File: src/rtl/bcd_pkg.sv
// Shared BCD constants and the digit-legality helper used by the
// N-digit decimal counter and its per-digit cells.
package bcd_pkg;

  localparam int         DIGIT_W = 4;
  localparam logic [3:0] BCD_MAX = 4'd9;
  localparam logic [3:0] BCD_MIN = 4'd0;

  function automatic logic is_bcd(input logic [3:0] nib);
    return (nib <= BCD_MAX);
  endfunction

endpackage

File: src/rtl/bcd_digit_cell.sv
// One decimal digit register: clear, sanitised load, or a single +/-1 step
// that rolls 9->0 going up and 0->9 going down.
module bcd_digit_cell
  import bcd_pkg::*;
(
  input  logic       clk,
  input  logic       clr,
  input  logic       step,
  input  logic       up,
  input  logic       load,
  input  logic [3:0] load_val,
  output logic [3:0] digit,
  output logic       at_max,
  output logic       at_min
);

  logic [3:0] digit_next;

  // next digit value: clr > load > step > hold
  always_comb begin
    digit_next = digit;
    if (clr) begin
      digit_next = BCD_MIN;
    end else if (load) begin
      digit_next = is_bcd(load_val) ? load_val : BCD_MIN;
    end else if (step) begin
      if (up) begin
        digit_next = (digit == BCD_MAX) ? BCD_MIN : digit + 4'd1;
      end else begin
        digit_next = (digit == BCD_MIN) ? BCD_MAX : digit - 4'd1;
      end
    end else begin
      digit_next = digit;
    end
  end

  // digit register
  always_ff @(posedge clk) begin
    digit <= digit_next;
  end

  assign at_max = (digit == BCD_MAX);
  assign at_min = (digit == BCD_MIN);

endmodule

File: src/rtl/bcd_counter_ndigit.sv
// N-digit synchronous BCD event counter with load, wrap/saturate boundary
// handling, carry and overflow flags and a display snapshot register.
module bcd_counter_ndigit
  import bcd_pkg::*;
#(
  parameter int DIGITS = 6,
  parameter int WRAP   = 1
) (
  input  logic                  F_IN,
  input  logic                  CLR,
  input  logic                  ENA,
  input  logic                  UP,
  input  logic                  LOAD,
  input  logic [4*DIGITS-1:0]   D_IN,
  input  logic                  LATCH,
  output logic [4*DIGITS-1:0]   Q,
  output logic [4*DIGITS-1:0]   HOLD,
  output logic                  CARRY,
  output logic                  OVF,
  output logic                  BAD_LOAD
);

  localparam logic WRAP_EN = (WRAP != 0);

  logic [DIGITS:0]   chain_max;
  logic [DIGITS:0]   chain_min;
  logic [DIGITS-1:0] at_max;
  logic [DIGITS-1:0] at_min;
  logic [DIGITS-1:0] step;
  logic [DIGITS-1:0] bad_digit;
  logic              boundary;
  logic              freeze;

  assign chain_max[0] = 1'b1;
  assign chain_min[0] = 1'b1;

  // chain[k] is true when every digit below k sits at the end value,
  // so all digits step on the same edge without rippling through registers
  genvar g;
  generate
    for (g = 0; g < DIGITS; g++) begin : g_digit
      assign chain_max[g+1] = chain_max[g] & at_max[g];
      assign chain_min[g+1] = chain_min[g] & at_min[g];
      assign bad_digit[g]   = ~is_bcd(D_IN[4*g +: 4]);
      assign step[g]        = ENA & ~freeze & (UP ? chain_max[g] : chain_min[g]);

      bcd_digit_cell u_cell (
        .clk      (F_IN),
        .clr      (CLR),
        .step     (step[g]),
        .up       (UP),
        .load     (LOAD),
        .load_val (D_IN[4*g +: 4]),
        .digit    (Q[4*g +: 4]),
        .at_max   (at_max[g]),
        .at_min   (at_min[g])
      );
    end
  endgenerate

  // whole count sits at the end value in the current direction
  assign boundary = UP ? chain_max[DIGITS] : chain_min[DIGITS];
  assign freeze   = boundary & ~WRAP_EN;

  // snapshot and status flags
  always_ff @(posedge F_IN) begin
    if (CLR) begin
      HOLD     <= '0;
      CARRY    <= 1'b0;
      OVF      <= 1'b0;
      BAD_LOAD <= 1'b0;
    end else begin
      HOLD     <= LATCH ? Q : HOLD;
      CARRY    <= ~LOAD & ENA & boundary & WRAP_EN;
      BAD_LOAD <= LOAD & (|bad_digit);
      OVF      <= OVF | (~LOAD & ENA & boundary);
    end
  end

endmodule

File: config.mk
export PLATFORM = sky130hd
export DESIGN_NAME = bcd_counter_ndigit
export DESIGN_NICKNAME = d
export VERILOG_FILES = /design/src/rtl/bcd_pkg.sv /design/src/rtl/bcd_digit_cell.sv /design/src/rtl/bcd_counter_ndigit.sv
export SDC_FILE = /design/constraint.sdc
export NUM_CORES = 1
export LEC_CHECK = 0
export BUFFER_PORTS_ARGS = -buffer_cell sky130_fd_sc_hd__buf_4
export CAP_MARGIN = 20
export CORE_ASPECT_RATIO = 1.25
export CORE_MARGIN = 4
export CORE_UTILIZATION = 49
export CTS_BUF_LIST = sky130_fd_sc_hd__clkbuf_8 sky130_fd_sc_hd__clkbuf_16
export DETAILED_ROUTE_END_ITERATION = 12
export GPL_TIMING_DRIVEN = 0
export PLACE_DENSITY = 0.77
export RECOVER_POWER = 25
export SYNTH_ARGS = -nofsm -noshare
export SYNTH_HDL_FRONTEND = slang
export SYNTH_HIERARCHICAL = 1
export SYNTH_SLANG_ARGS = --single-unit
File: constraint.sdc
create_clock -name F_IN -period 2.3 [get_ports F_IN]
set_clock_uncertainty 0.2 [all_clocks]
set_input_delay 0.345 -clock F_IN [delete_from_list [all_inputs] [get_ports F_IN]]
set_output_delay 0.345 -clock F_IN [all_outputs]
set_load 0.03 [all_outputs]
Word level (Yosys, flattened, before mapping)

Index checks and enable logic that the tools add are counted.

Logic and storage cells: 115
Flip-flop bits (word level): 51

Mux-type cells: 42
Bitwise logic cells: 26
Equal/unequal tests: 6
$add $sub $neg: 12
$lt $le $gt $ge: 6
Reductions and logical operators: 13

Operators with widths:

| cell                | count |
|---|---|
| $mux 4              | 36 |
| $add 4x1->4 const B | 6 |
| $eq 4x4->1 const B  | 6 |
| $le 4x4->1 const B  | 6 |
| $logic_not 4->1     | 6 |
| $sub 4x1->4 const B | 6 |
| $and 1x1->1         | 18 |
| $reduce_bool 2->1   | 6 |
| $not 1->1           | 7 |
| $mux 1              | 6 |
| $reduce_or 6->1     | 1 |
| $or 1x1->1          | 1 |

Longest topological paths before layout

Depth after elaboration: 9
Gate-level depth with buffers: 9
Gate-level depth less buffers: 9

Hierarchy

The synthesis kept the hierarchy.

By module, submodules not included:

| module             | area each (um^2) | instances | cells each | sequential area each (um^2) |
|---|---|---|---|---|
| bcd_digit_cell     | 350.3            | 6         | 44         | 80.1 |
| bcd_counter_ndigit | 1,132.3          | 1         | 114        | 540.5 |

Worst setup path before layout

OpenSTA, ideal clock, no wires.

Kind: reg-to-reg
From: register g_digit[0].u_cell.digit[0]
To: register g_digit[5].u_cell.digit[3]
Period minus slack after synthesis: 2.499 ns
Library setup time: 0.120 ns
Arrival: 2.179 ns
Cell stages (with the launch flop): 9
Path slack: -0.199 ns
Cell sequence: dfxtp_1 nand2_1 nor3_1 and4_4 nand3_1 a21boi_1 and3_1 nor4_1 a211o_1

Word-level cells in the longest chain between the ends: 8

RTL lines:

| what                        | line                     | source |
|---|---|---|
| from (decl)                 | bcd_digit_cell.sv:12     | `output logic [3:0] digit,` |
| from (signal assigned)      | bcd_digit_cell.sv:39     | `digit <= digit_next;` |
| $eq 4x4->1                  | bcd_digit_cell.sv:42     | `assign at_max = (digit == BCD_MAX);` |
| named net at_max[0]         | bcd_counter_ndigit.sv:27 | `logic [DIGITS-1:0] at_max;` |
| $and 1x1->1 (4 in series)   | bcd_counter_ndigit.sv:42 | `assign chain_max[g+1] = chain_max[g] & at_max[g];` |
| $mux 1                      | bcd_counter_ndigit.sv:45 | `assign step[g] = ENA & ~freeze & (UP ? chain_max[g] : chain_min[g]);` |
| $and 1x1->1                 | bcd_counter_ndigit.sv:45 |  |
| named net step[5]           | bcd_counter_ndigit.sv:29 | `logic [DIGITS-1:0] step;` |
| $reduce_bool 2->1 (no line) | --                       |  |
| to (signal assigned)        | bcd_digit_cell.sv:39     |  |
| to (decl)                   | bcd_digit_cell.sv:12     |  |

The timed path passes the listed nets, and every way through them passes these cells.
A chain may end at the register's enable or synchronous reset.

Worst setup path in the final report

From: register g_digit[1].u_cell.digit[1]
To: register g_digit[5].u_cell.digit[1]

Word-level cells in the longest chain between the ends: 8

RTL lines:

| what                        | line                     | source |
|---|---|---|
| from (decl)                 | bcd_digit_cell.sv:12     |  |
| from (signal assigned)      | bcd_digit_cell.sv:39     |  |
| $logic_not 4->1             | bcd_digit_cell.sv:43     | `assign at_min = (digit == BCD_MIN);` |
| named net at_min[1]         | bcd_counter_ndigit.sv:28 | `logic [DIGITS-1:0] at_min;` |
| $and 1x1->1 (4 in series)   | bcd_counter_ndigit.sv:43 | `assign chain_min[g+1] = chain_min[g] & at_min[g];` |
| $mux 1                      | bcd_counter_ndigit.sv:45 |  |
| $and 1x1->1                 | bcd_counter_ndigit.sv:45 |  |
| named net step[5]           | bcd_counter_ndigit.sv:29 |  |
| $reduce_bool 2->1 (no line) | --                       |  |

The timed path passes the listed nets, and every way through them passes these cells.

==> results list <==
* Routed wire per std cell: around 16 um
* Final count of pins violating max slew: 0
- Final min period: 2.27 ns
- Across the run, the number of max-cap violations was 0.
- The net count of the finished layout is around 500.
- Post-synthesis share of cell area spent on full adders, half adders and majority gates: 0
- TritonCTS built the clock tree.
- Relative to the synthesized area, the layout overhead comes to 28.8%.
- Startpoint types: flop
* Die Height: 98.8 um
* Max Root-Sink Buffers: 2
* Total GRT Usage: 0.212
- Netlist Area Pre-Place: 0.00323 mm2
- After floorplanning, the core was divided into 32 placement rows.
- The multi-input combinational cells in the finished layout cover a total of 0.00214 mm2.
- The synthesized design contains 51 register bits.
- Number of vias per cell: 5.80
- Transition time at the pin with the least slew margin: 0.559 ns
* Post-synth top area share: 0.316
- Inserted Clock Buffers: 5
* Layout cells sized above 1: 0.307
- Once detailed placement completed, the half-perimeter wirelength came to between 6000 and 7000 um.
* Synthesized netlist cell count: approximately 380
- Final-report hold violation count: 0
- For this configuration, the core starts out at a cell density of 0.515.
* Floorplan Core Area: 0.00629 mm2
- Worst Setup Slack post-DPL: -0.0874 ns
* Area occupied by registers: around 0.0010 mm2
- Measured along the x axis, the die boundary spans 80.7 um.
* Cell chain of the critical path: buf_6 -> nor4_4 -> and4b_2 -> nand3_4 -> a21boi_4 -> nand2b_1 -> a211o_1 -> a31oi_1
- In this run the remaining antenna-violating nets after routing total 0.
- Starting DRT DRC Count: 265
* Worst hold margin: between 0.08 and 0.09 ns
- Count of vias placed by the detailed router: 3,237
- Vias in the first global route: between 3,000 and 4,000
- Total power density per cell area: 490 mW/mm2
* CP max stage cell: sky130_fd_sc_hd__dfxtp_2
* Final Worst Setup Slack: between 0.03 and 0.04 ns
- In this design, the largest share of critical-path delay is due to simple AND/OR/NAND/NOR gates.
- After routing the design area is 0.00417 mm2.
- Aggregate negative setup slack: 0 ns
* Wire length of the first global-routing pass: between 10,000 and 15,000 um
- Fraction of registers with async set or reset after synthesis: 0
* Cell types with the largest area share after synthesis: sky130_fd_sc_hd__dfxtp_1 32%, sky130_fd_sc_hd__mux2i_1 7.7%, sky130_fd_sc_hd__nor2_1 5.0%, sky130_fd_sc_hd__o21ai_0 4.8%, sky130_fd_sc_hd__a31oi_1 4.6%
* LEAKAGE: 1.63 nW
* Number of levels in the clock H-tree: 2
- In the post-synthesis netlist, the cell with the most instances is sky130_fd_sc_hd__dfxtp_1.
- Maximum number of pins on one net before global-route repair: 38
- Input and output buffers added on the ports amount to 79.
- Normalized max-slew margin: 0.624
- Run status: complete, no violations
- Total of warnings raised by yosys: 6
- STA puts the critical path data arrival time at 2.28 ns.
- Layout fillers: 550
- Of the total synthesized cell area, the portion taken by XOR and XNOR cells is 0.0325.
- Counting every net in the synthesized netlist gives between 400 and 500.
- The design draws 2.04 mW.
- Class of the tightest hold or removal check: in2reg
- Main combinational cell family by area after synthesis: simple AND/OR/NAND/NOR gates
- Root Buffer Master: sky130_fd_sc_hd__clkbuf_8
- Of the total synthesized cell area, the portion taken by AND, OR, NAND and NOR gates is 0.307.
- Synth cell count leaders: 51 x sky130_fd_sc_hd__dfxtp_1, 43 x sky130_fd_sc_hd__nor2_1, 31 x sky130_fd_sc_hd__o21ai_0
- Total gr overflow: 0
- The count of cells in the finished layout, fillers not included, comes to 558.
- Together, buffers and inverters on the worst path number 1.
- Worst skew pair latency: 0.30 ns
- In this design, the stage delay of the slowest critical-path cell is 0.35 ns.
- Dividing the final minimum period by the clock period gives 0.985.
* Average instance area after synthesis: 8.56 um2
* Sequential element share of the synthesized area: 0.316
* Cell total after placement: 542
- Among all flip-flop cells after synthesis, the most frequent one is sky130_fd_sc_hd__dfxtp_1.
- Die outline area: 0.00797 mm2
* Number of I/O pins: 81
- Before antenna repair, the detailed router went through 5 iterations.
- The biggest area contributor in the post-synthesis netlist is sky130_fd_sc_hd__dfxtp_1.
* Setup violation total in the final timing report: 0
- Clock edge transition at the registers on the reported setup and hold paths: roughly 0.090 ns
- Share of synthesized area spent on multiplexers: 0.0774
- Static timing analysis puts the maximum clock frequency at 0.441 GHz.
* Number of antenna violations at the first check in global routing: 0
* CP endpoint kind: flop
- Measured on the finished design, the core utilization comes to 0.663.
- The synthesized netlist contains 40 unique library cells.
- The number of antenna diodes in the final layout is 0.
- The synthesized design contains 0 enable-type register cells.
- Placed standard-cell area: 0.00396 mm2
* Top fanout value on the critical path: 10
- The complex-gate fraction of the synthesized area is 0.205.
- Detailed-route DRC error count: 0
* Largest voltage drop on the vdd net: 0.000312 V
- Wires add up to 8650 um.
- The clock drives 51 sinks.
- Routability-driven placement finished with a final weighted congestion of 0.868.
- Crit Path Class: reg2reg
- Data required, critical path: between 2 and 2.5 ns
-- path summary, 6_finish.rpt --
path / depth (start not counted) / to / startpoint / slack [ns]
worst max-delay path: 8 / g_digit[5].u_cell/digit[1] / g_digit[1].u_cell/digit[1] / 0.03
worst min-delay path: 3 / g_digit[4].u_cell/digit[0] / D_IN[16] / 0.08
worst max register to register: 8 / g_digit[5].u_cell/digit[1] / g_digit[1].u_cell/digit[1] / 0.03
worst min register to register: 2 / HOLD[13] / HOLD[13] / 0.30
-- power breakdown --
group / switching, mW / internal (mW)
Combinational: 0.327 / 0.247
Clock: 0.286 / 0.206
Sequential: 0.0585 / 0.920
-- logic make-up after synthesis --
| group | Yosys count |
|---|---|
| and+or+nand+nor | 162 |
| AOI/OAI and AO/OA | 97 |
| DFF | 51 |
| buffers and inverters | 31 |
| muxes | 25 |
| xor gates and xnor gates | 12 |
-- layout make-up --
cell class / instances / share of cell area
multi-input combinational: 296 / 0.513
sequential: 51 / 0.251
timing repair buffer: 89 / 0.146
buffer: 22 / 0.0378
tap: 85 / 0.0255
clock buffer: 5 / 0.0165
inverter: 7 / 0.00631
clock inverter: 3 / 0.00300
-- routing by layer --
| metal | up-vias | track usage | part of all wire |
|---|---|---|---|
| met1 | 1511 | 0.265 | 0.42 |
| met2 | 105 | 0.371 | 0.51 |
| met4 | 0 | 0.0572 | 0.014 |
| li1 | 1607 | - | - |
| met5 | - | 0 | 0 |
| met3 | 14 | 0.0384 | 0.058 |
-- layout by cell type, fill, tap and decap left out, drive strengths merged, types with 6 or more instances in the layout --
cell | netlist | layout
a2111oi | 6 | 6
a211o | 12 | 12
a21oi | 7 | 7
a221oi | 6 | 6
a31oi | 24 | 24
and2 | 7 | 7
and3 | 6 | 6
buf | 18 | 85
clkbuf | 6 | 31
dfxtp | 51 | 51
inv | 7 | 9
mux2i | 25 | 25
nand2 | 20 | 20
nand2b | 19 | 19
nand3b | 12 | 12
nor2 | 43 | 43
nor3 | 12 | 12
nor4 | 30 | 30
o21ai | 37 | 37
xnor2 | 12 | 12
-- what timing repair did --
| item | 4_1_cts | 5_1_grt |
|---|---|---|
| hold buffers | 0 | 0 |
| resized for setup | 5 | 26 |
| buffers inserted | 4 | 6 |
| setup endpoints to repair | 7 | 15 |
| pin swaps | 3 | 6 |
| endpoints found under the hold margin | 0 | 0 |
-- worst register-to-register path, delay by kind of cell, from the launching register on --
kind | cells | cell delay, ns
buf+inv | 1 | 0.15
compound gates | 3 | 0.67
simple gates | 4 | 0.82
flops | 1 | 0.35
-- state kept, by name, summed over array words and instances, names as in the netlist --
name / cells
OVF: 1
HOLD: 24
BAD_LOAD: 1
CARRY: 1
g_digit.u_cell/digit: 24
Power figures use the tool's default switching activity.
